File: config.mk
export PLATFORM = sky130hd
export DESIGN_NAME = dmem_arbiter_flat
export DESIGN_NICKNAME = d
export VERILOG_FILES = /design/src/rtl/dmem_pkg.sv /design/src/rtl/dmem_arbiter_if.sv /design/src/rtl/rr_arb2.sv /design/src/rtl/dmem_arbiter.sv /design/src/flat_wrapper.sv
export SDC_FILE = /design/constraint.sdc
export NUM_CORES = 1
export LEC_CHECK = 0
export BUFFER_PORTS_ARGS = -buffer_cell sky130_fd_sc_hd__buf_2
export CAP_MARGIN = 20
export CORE_MARGIN = 2
export CORE_UTILIZATION = 51
export CTS_CLUSTER_SIZE = 14
export DETAILED_ROUTE_END_ITERATION = 8
export GPL_TIMING_DRIVEN = 0
export PLACE_DENSITY = 0.86
export SKIP_LAST_GASP = 1
export SYNTH_ARGS = -nofsm -noshare
export SYNTH_HDL_FRONTEND = slang
export SYNTH_SLANG_ARGS = --single-unit
File: constraint.sdc
create_clock -name clk -period 5.3 [get_ports clk]
set_input_delay 0.265 -clock clk [delete_from_list [all_inputs] [get_ports clk]]
set_output_delay 0.265 -clock clk [all_outputs]
set_load 0.1 [all_outputs]
File: src/rtl/dmem_pkg.sv
// Shared types and constants for the data-memory arbiter slice.
// Holds the arbiter FSM state encoding, the default bus widths and the
// captured-request record used between handshake and memory access.
package dmem_pkg;

    localparam int DMEM_ADDR_W = 8;
    localparam int DMEM_DATA_W = 32;

    typedef enum logic [1:0] {
        IDLE   = 2'd0,
        ACCESS = 2'd1,
        RESP   = 2'd2
    } arb_state_e;

    typedef struct packed {
        logic                   we;
        logic [DMEM_ADDR_W-1:0] addr;
        logic [DMEM_DATA_W-1:0] wdata;
    } dmem_req_t;

endpackage

File: src/rtl/dmem_arbiter_if.sv
// Bus bundle between the two requesters, the arbiter and the data memory.
// Handshake: a request transfers in the cycle where rX_valid && rX_ready;
// the requester holds valid/we/addr/wdata stable until then (dropping valid
// early abandons the request). rX_rsp_valid is a one-cycle pulse that cannot
// be back-pressured; rX_rdata is meaningful while it is high.
// slave  : arbiter side.
// master : requesters plus memory side.
interface dmem_arbiter_if #(
    parameter int ADDR_W = 8,
    parameter int DATA_W = 32
) ();

    logic              r0_valid;
    logic              r0_ready;
    logic              r0_we;
    logic [ADDR_W-1:0] r0_addr;
    logic [DATA_W-1:0] r0_wdata;
    logic              r0_rsp_valid;
    logic [DATA_W-1:0] r0_rdata;

    logic              r1_valid;
    logic              r1_ready;
    logic              r1_we;
    logic [ADDR_W-1:0] r1_addr;
    logic [DATA_W-1:0] r1_wdata;
    logic              r1_rsp_valid;
    logic [DATA_W-1:0] r1_rdata;

    logic              mem_we;
    logic [ADDR_W-1:0] mem_a;
    logic [DATA_W-1:0] mem_wd;
    logic [DATA_W-1:0] mem_rd;

    modport slave (
        input  r0_valid, r0_we, r0_addr, r0_wdata,
        output r0_ready, r0_rsp_valid, r0_rdata,
        input  r1_valid, r1_we, r1_addr, r1_wdata,
        output r1_ready, r1_rsp_valid, r1_rdata,
        output mem_we, mem_a, mem_wd,
        input  mem_rd
    );

    modport master (
        output r0_valid, r0_we, r0_addr, r0_wdata,
        input  r0_ready, r0_rsp_valid, r0_rdata,
        output r1_valid, r1_we, r1_addr, r1_wdata,
        input  r1_ready, r1_rsp_valid, r1_rdata,
        input  mem_we, mem_a, mem_wd,
        output mem_rd
    );

endinterface

File: src/rtl/rr_arb2.sv
// Two-way round-robin picker. Purely combinational: a lone valid requester
// wins; on a tie the requester that was not granted last wins. No grant is
// issued while enable is low.
module rr_arb2 (
    input  logic       valid0,
    input  logic       valid1,
    input  logic       last_grant,
    input  logic       enable,
    output logic [1:0] grant
);

    // One-hot grant selection.
    always_comb begin
        grant = 2'b00;
        if (enable) begin
            if (valid0 && valid1) begin
                grant = last_grant ? 2'b01 : 2'b10;
            end else if (valid0) begin
                grant = 2'b01;
            end else if (valid1) begin
                grant = 2'b10;
            end
        end
    end

endmodule

File: src/rtl/dmem_arbiter.sv
// Round-robin arbiter sharing one single-port data memory between the CPU
// load/store unit (requester 0) and the DMA/debug port (requester 1).
// Handshake in cycle N, memory access in N+1, response pulse in N+2; a new
// request can be accepted during the response cycle, giving one access per
// two cycles. Optional grant counters are built when DMEM_ARB_STATS_EN is
// defined. state/last_grant expose the FSM for observation.
module dmem_arbiter
    import dmem_pkg::*;
#(
    parameter int ADDR_W = DMEM_ADDR_W,
    parameter int DATA_W = DMEM_DATA_W
) (
    input  logic                 clk,
    input  logic                 rst,
    dmem_arbiter_if.slave        bus,
    output arb_state_e           state,
    output logic                 last_grant
`ifdef DMEM_ARB_STATS_EN
    ,
    output logic [15:0]          gnt_cnt0,
    output logic [15:0]          gnt_cnt1
`endif
);

    arb_state_e        state_q;
    arb_state_e        state_d;
    logic              last_grant_q;
    logic              owner_q;
    dmem_req_t         req_q;
    logic [DATA_W-1:0] rdata0_q;
    logic [DATA_W-1:0] rdata1_q;
    logic [1:0]        grant;
    logic              hs;

    // Grants are only offered while not occupying the memory.
    rr_arb2 u_arb (
        .valid0     (bus.r0_valid),
        .valid1     (bus.r1_valid),
        .last_grant (last_grant_q),
        .enable     (state_q != ACCESS),
        .grant      (grant)
    );

    // ready equals grant and grant implies valid, so any grant is a handshake.
    assign hs         = |grant;
    assign state      = state_q;
    assign last_grant = last_grant_q;

    // FSM state register.
    always_ff @(posedge clk or posedge rst) begin
        if (rst) begin
            state_q <= IDLE;
        end else begin
            state_q <= state_d;
        end
    end

    // FSM next state: accept from IDLE/RESP, always one access cycle then respond.
    always_comb begin
        state_d = state_q;
        case (state_q)
            IDLE, RESP: state_d = hs ? ACCESS : IDLE;
            ACCESS:     state_d = RESP;
            default:    state_d = IDLE;
        endcase
    end

    // Request capture and round-robin history, updated on every handshake.
    always_ff @(posedge clk or posedge rst) begin
        if (rst) begin
            req_q        <= '0;
            owner_q      <= 1'b0;
            last_grant_q <= 1'b1;
        end else if (hs) begin
            owner_q      <= grant[1];
            last_grant_q <= grant[1];
            if (grant[1]) begin
                req_q.we    <= bus.r1_we;
                req_q.addr  <= DMEM_ADDR_W'(bus.r1_addr);
                req_q.wdata <= DMEM_DATA_W'(bus.r1_wdata);
            end else begin
                req_q.we    <= bus.r0_we;
                req_q.addr  <= DMEM_ADDR_W'(bus.r0_addr);
                req_q.wdata <= DMEM_DATA_W'(bus.r0_wdata);
            end
        end
    end

    // Read data is sampled at the end of the access cycle into the owner's register.
    always_ff @(posedge clk or posedge rst) begin
        if (rst) begin
            rdata0_q <= '0;
            rdata1_q <= '0;
        end else if (state_q == ACCESS && !req_q.we) begin
            if (owner_q) begin
                rdata1_q <= bus.mem_rd;
            end else begin
                rdata0_q <= bus.mem_rd;
            end
        end
    end

    // Bus outputs; mem_a/mem_wd follow the captured request, which only
    // changes on a handshake, so they hold their values outside ACCESS.
    always_comb begin
        bus.r0_ready     = grant[0];
        bus.r1_ready     = grant[1];
        bus.r0_rsp_valid = (state_q == RESP) && !owner_q;
        bus.r1_rsp_valid = (state_q == RESP) && owner_q;
        bus.r0_rdata     = rdata0_q;
        bus.r1_rdata     = rdata1_q;
        bus.mem_we       = (state_q == ACCESS) && req_q.we;
        bus.mem_a        = ADDR_W'(req_q.addr);
        bus.mem_wd       = DATA_W'(req_q.wdata);
    end

`ifdef DMEM_ARB_STATS_EN
    logic [15:0] cnt0_q;
    logic [15:0] cnt1_q;

    // Saturating per-requester grant counters.
    always_ff @(posedge clk or posedge rst) begin
        if (rst) begin
            cnt0_q <= '0;
            cnt1_q <= '0;
        end else begin
            if (grant[0] && cnt0_q != 16'hFFFF) begin
                cnt0_q <= cnt0_q + 16'd1;
            end
            if (grant[1] && cnt1_q != 16'hFFFF) begin
                cnt1_q <= cnt1_q + 16'd1;
            end
        end
    end

    assign gnt_cnt0 = cnt0_q;
    assign gnt_cnt1 = cnt1_q;
`endif

endmodule

File: src/flat_wrapper.sv
// flat-port wrapper written by rule: the top's interface ports become plain ports
module dmem_arbiter_flat import dmem_pkg::*;
#(
    parameter int ADDR_W = DMEM_ADDR_W,
    parameter int DATA_W = DMEM_DATA_W
)
  (clk, rst, state, last_grant, bus_r0_valid, bus_r0_we, bus_r0_addr, bus_r0_wdata, bus_r0_ready, bus_r0_rsp_valid, bus_r0_rdata, bus_r1_valid, bus_r1_we, bus_r1_addr, bus_r1_wdata, bus_r1_ready, bus_r1_rsp_valid, bus_r1_rdata, bus_mem_we, bus_mem_a, bus_mem_wd, bus_mem_rd);
  dmem_arbiter_if #(.ADDR_W(ADDR_W), .DATA_W(DATA_W)) bus_i ();
  input  logic clk;
  input  logic rst;
  output arb_state_e state;
  output logic last_grant;
  input wire logic [$bits(bus_i.r0_valid)-1:0] bus_r0_valid;
  input wire logic [$bits(bus_i.r0_we)-1:0] bus_r0_we;
  input wire logic [$bits(bus_i.r0_addr)-1:0] bus_r0_addr;
  input wire logic [$bits(bus_i.r0_wdata)-1:0] bus_r0_wdata;
  output wire logic [$bits(bus_i.r0_ready)-1:0] bus_r0_ready;
  output wire logic [$bits(bus_i.r0_rsp_valid)-1:0] bus_r0_rsp_valid;
  output wire logic [$bits(bus_i.r0_rdata)-1:0] bus_r0_rdata;
  input wire logic [$bits(bus_i.r1_valid)-1:0] bus_r1_valid;
  input wire logic [$bits(bus_i.r1_we)-1:0] bus_r1_we;
  input wire logic [$bits(bus_i.r1_addr)-1:0] bus_r1_addr;
  input wire logic [$bits(bus_i.r1_wdata)-1:0] bus_r1_wdata;
  output wire logic [$bits(bus_i.r1_ready)-1:0] bus_r1_ready;
  output wire logic [$bits(bus_i.r1_rsp_valid)-1:0] bus_r1_rsp_valid;
  output wire logic [$bits(bus_i.r1_rdata)-1:0] bus_r1_rdata;
  output wire logic [$bits(bus_i.mem_we)-1:0] bus_mem_we;
  output wire logic [$bits(bus_i.mem_a)-1:0] bus_mem_a;
  output wire logic [$bits(bus_i.mem_wd)-1:0] bus_mem_wd;
  input wire logic [$bits(bus_i.mem_rd)-1:0] bus_mem_rd;
  assign bus_i.r0_valid = bus_r0_valid;
  assign bus_i.r0_we = bus_r0_we;
  assign bus_i.r0_addr = bus_r0_addr;
  assign bus_i.r0_wdata = bus_r0_wdata;
  assign bus_r0_ready = bus_i.r0_ready;
  assign bus_r0_rsp_valid = bus_i.r0_rsp_valid;
  assign bus_r0_rdata = bus_i.r0_rdata;
  assign bus_i.r1_valid = bus_r1_valid;
  assign bus_i.r1_we = bus_r1_we;
  assign bus_i.r1_addr = bus_r1_addr;
  assign bus_i.r1_wdata = bus_r1_wdata;
  assign bus_r1_ready = bus_i.r1_ready;
  assign bus_r1_rsp_valid = bus_i.r1_rsp_valid;
  assign bus_r1_rdata = bus_i.r1_rdata;
  assign bus_mem_we = bus_i.mem_we;
  assign bus_mem_a = bus_i.mem_a;
  assign bus_mem_wd = bus_i.mem_wd;
  assign bus_i.mem_rd = bus_mem_rd;
  dmem_arbiter #(.ADDR_W(ADDR_W), .DATA_W(DATA_W)) u_core (.clk(clk), .rst(rst), .bus(bus_i), .state(state), .last_grant(last_grant));
endmodule
==> summary.txt <==
Placement
  – DP HPWL: 10.1 mm
  – Port bufs: approximately 230
  – GPL Wtd Cong: just under 0.9

Drt
  – Drt pass-1 iters: 4
  – Routed WL per cell: 16.2 um
  – Final ANT Viol Nets: 0
  – Remaining DRCs: 0
  – Final wirelength: about 13 mm
  – Mean number of vias per cell: ~5.4
  – DR vias: ~4,300
  – First-iteration detailed-routing DRC count: about 160

Hold path
  – Hold path depth: 2
  – Worst Hold End: u_core.bus.r0_rdata[18]$_DFFE_PP0P_
  – Hold Path Origin: bus_mem_rd[18]
  – Hold WC Path Type: input port to flop

Global routing
  – Largest net degree at the start of global routing: 71
  – Vias in the first global route: 4,425
  – Antenna violations before repair: 0
  – Global-route wire length before repair: around 21 mm
  – GRT Total Usage: 24.5%
  – Grt ovf: 0

Logic synthesis
  – Sequential area share after synthesis: a little over half
  – Synth async-reset ratio: 100%
  – Most frequent cell after synthesis: dfrtp_1
  – Post-Syn Nets: about 550
  – Yosys top cell by area: dfrtp_1
  – Post-synthesis compound-gate area fraction: between 15 and 20%
  – Multiplexer area fraction after synthesis: between 10 and 15%
  – Main combinational cell family by area after synthesis: compound AO/OA/AOI/OAI gates
  – Top FF cell, synth: dfrtp_1
  – Area share of the largest cell type after synthesis: approximately 53%
  – Post-Synth Simple-Gate Area: 1.79%
  – Synth top area cells: dfrtp_1, mux2_2, o2111ai_1, buf_4, o211ai_1
  – Avg Cell Area, Syn: approximately 12 um^2
  – EDFF count, synth: 0
  – Cell area after synthesis: approximately 5000 um^2
  – Netlist cell types: 25
  – Synth top cells by count: dfrtp_1, mux2_2, buf_4, inv_1
  – Synth Register Bits: 109
  – Synthesized instance count: between 400 and 500
  – Post-synthesis adder-cell area fraction: 0%
  – Xor/xnor share of the synthesized area: 0%
  – Yosys Warn Count: 0

Setup path
  – Worst-path maximum fanout: 10
  – WP data required: 5.04 ns
  – Setup slack, reg-to-reg: 3.60 ns
  – R2R depth: 5
  – Data arrival, critical path: about 2.2 ns
  – Worst setup EP type: output pin
  – Startpoint Class: flop
  – RR Startpoint: u_core.last_grant$_DFFE_PP1P_
  – Kind of critical path: flop to output pin
  – Crit Reg-Reg Endpoint: u_core.bus.mem_wd[23]$_DFFE_PP0P_

Timing
  – Setup-failing EPs final: 0
  – Achievable frequency: between 400 and 500 MHz
  – Final hold violation count: 0
  – TNS Setup: 0 ns
  – Min Clock Period, post-route: roughly 2.4 ns
  – Final Max Slew Viols: 0
  – Slew @ Worst Pin: 0.538 ns
  – RSZ-0062 raised after global routing: false
  – Fin crit share: a little under half
  – Rel. slew slack: 64.2%
  – Setup Skew: about 0.0097 ns

Floorplan
  – Core Area: 9730 um^2
  – Die Ht: about 100 um
  – Std cell rows: 36
  – DIE WIDTH: 104 um
  – Starting Density: between 50% and 60%
  – # IOs: 230
  – DIE AREA: roughly 11,000 um^2

Clock tree
  – CTS Sinks: between 100 and 150
  – Clock Latency Late Sink: around 0.36 ns
  – Postcts setup bufs: 0
  – H-tree depth: 3
  – TritonCTS clock tree: yes
  – Clock transition at the registers of the reported paths: around 0.1 ns
  – Clk root buf: clkbuf_8
  – CTS Buffer Depth: 2
  – CTS Buf Count: 9

Layout
  – Share of layout cells above drive strength 1: about 53%
  – Layout net count: between 700 and 800
  – Diodes inserted: 0
  – Area grow syn2layout: 29.9%

Job
  – Max-cap violation count: 0

Status
  – Status: finished clean
critical path, stage by stage, from the launching register on:
cell,delay (ns)
dfstp_2,0.54
clkbuf_1,0.34
nand2_1,0.09
nand3_1,0.21
buf_2,0.27
inv_1,0.07
buf_2,0.29
per-layer routing:
| metal | GRT usage (%) | vias to the layer above | wire, um |
|---|---|---|---|
| li1 | - | 2008 | - |
| met1 | 29.4 | 2077 | 5310 |
| met2 | 41.9 | 228 | 6450 |
| met3 | 5.64 | 30 | 989 |
| met4 | 11.5 | 0 | 397 |
| met5 | 0 | - | 0 |
state kept, by name (all words and copies together) (netlist names):
name / cells
u_core.bus.mem_a: 8
u_core.bus.mem_wd: 32
u_core.bus.r0_rdata: 32
u_core.bus.r1_rdata: 32
u_core.last_grant: 1
u_core.owner_q: 1
u_core.req_q: 1
u_core.state: 2
cells in the final DEF, fill, tap and decap left out:
cell type | synthesis | final
buf_2 | 5 | 233
dfrtp_1 | 108 | 108
mux2_2 | 60 | 60
buf_4 | 44 | 44
inv_1 | 44 | 43
o21ai_0 | 41 | 41
o2111ai_1 | 41 | 41
o211ai_1 | 41 | 41
clkbuf_1 | 25 | 25
clkbuf_8 | 0 | 9
mux2_1 | 4 | 4
buf_6 | 3 | 3
nor2_1 | 3 | 3
clkinv_4 | 0 | 3
a21oi_1 | 2 | 2
inv_6 | 0 | 2
nand2b_4 | 1 | 1
nor3_4 | 1 | 1
nor3b_4 | 1 | 1
nand2_1 | 1 | 1
nand3_1 | 1 | 1
clkinv_1 | 1 | 1
o211a_1 | 1 | 1
nor3b_1 | 1 | 1
and3b_1 | 1 | 1
and2_1 | 1 | 1
inv_4 | 0 | 1
a31oi_1 | 1 | 1
clkinv_2 | 0 | 1
dlygate4sd3_1 | 0 | 1
buf_16 | 0 | 1
dfstp_2 | 1 | 1
how the worst max path moves through the flow:
| stage | from | endpoint | cells past startpoint | slack [ns] |
|---|---|---|---|---|
| 2_1_floorplan | u_core.state[1]$_DFF_PP0_ | bus_r0_rsp_valid | 1 | 1.80 |
| 6_report | u_core.last_grant$_DFFE_PP1P_ | bus_r1_ready | 6 | 2.86 |
| 5_1_grt | u_core.last_grant$_DFFE_PP1P_ | bus_r1_ready | 6 | 2.70 |
| 3_5_place_dp | u_core.last_grant$_DFFE_PP1P_ | bus_r1_ready | 6 | 3.26 |
| 3_3_place_gp | rst | u_core.bus.mem_wd[21]$_DFFE_PP0P_ | 2 | 1.09 |
| 4_1_cts | u_core.last_grant$_DFFE_PP1P_ | bus_r1_ready | 6 | 2.85 |
kinds of logic after synthesis:
group           Yosys count
compound gates          127
buf+inv                 122
flops                   109
mux                      64
simple gates             11
stage by stage:
step                instance area [um^2]  setup WS, ns  hold slack (ns)  utilization [%]  std cells
finish                              6610          2.86            0.136             68.0        811
global route                        6610          2.70            0.128             68.0        811
detailed placement                  6430          3.26            0.351             66.1        795
global placement                    6400          1.09            0.462             65.8        794
CTS                                 6610          2.85            0.125             68.0        811
floorplan                           5090          1.80            0.400                -        433
final cells by class:
class | count | area [um^2]
Tap cell | 133 | 166
Fill cell | 752 | 3120
Inverter | 45 | 171
Timing Repair Buffer | 230 | 1180
Buffer | 77 | 483
Clock inverter | 6 | 48.8
Sequential cell | 109 | 2730
Multi-Input combinational cell | 202 | 1710
Clock buffer | 9 | 124
repair_timing:
| item | CTS | global route |
|---|---|---|
| hold buffers | 1 | 0 |
| endpoints found under the hold margin | 38 | 0 |
| resized for setup | 0 | 0 |
Power is not shown: default switching activity piles up to over one toggle a cycle in this logic, so the estimate is an artifact.
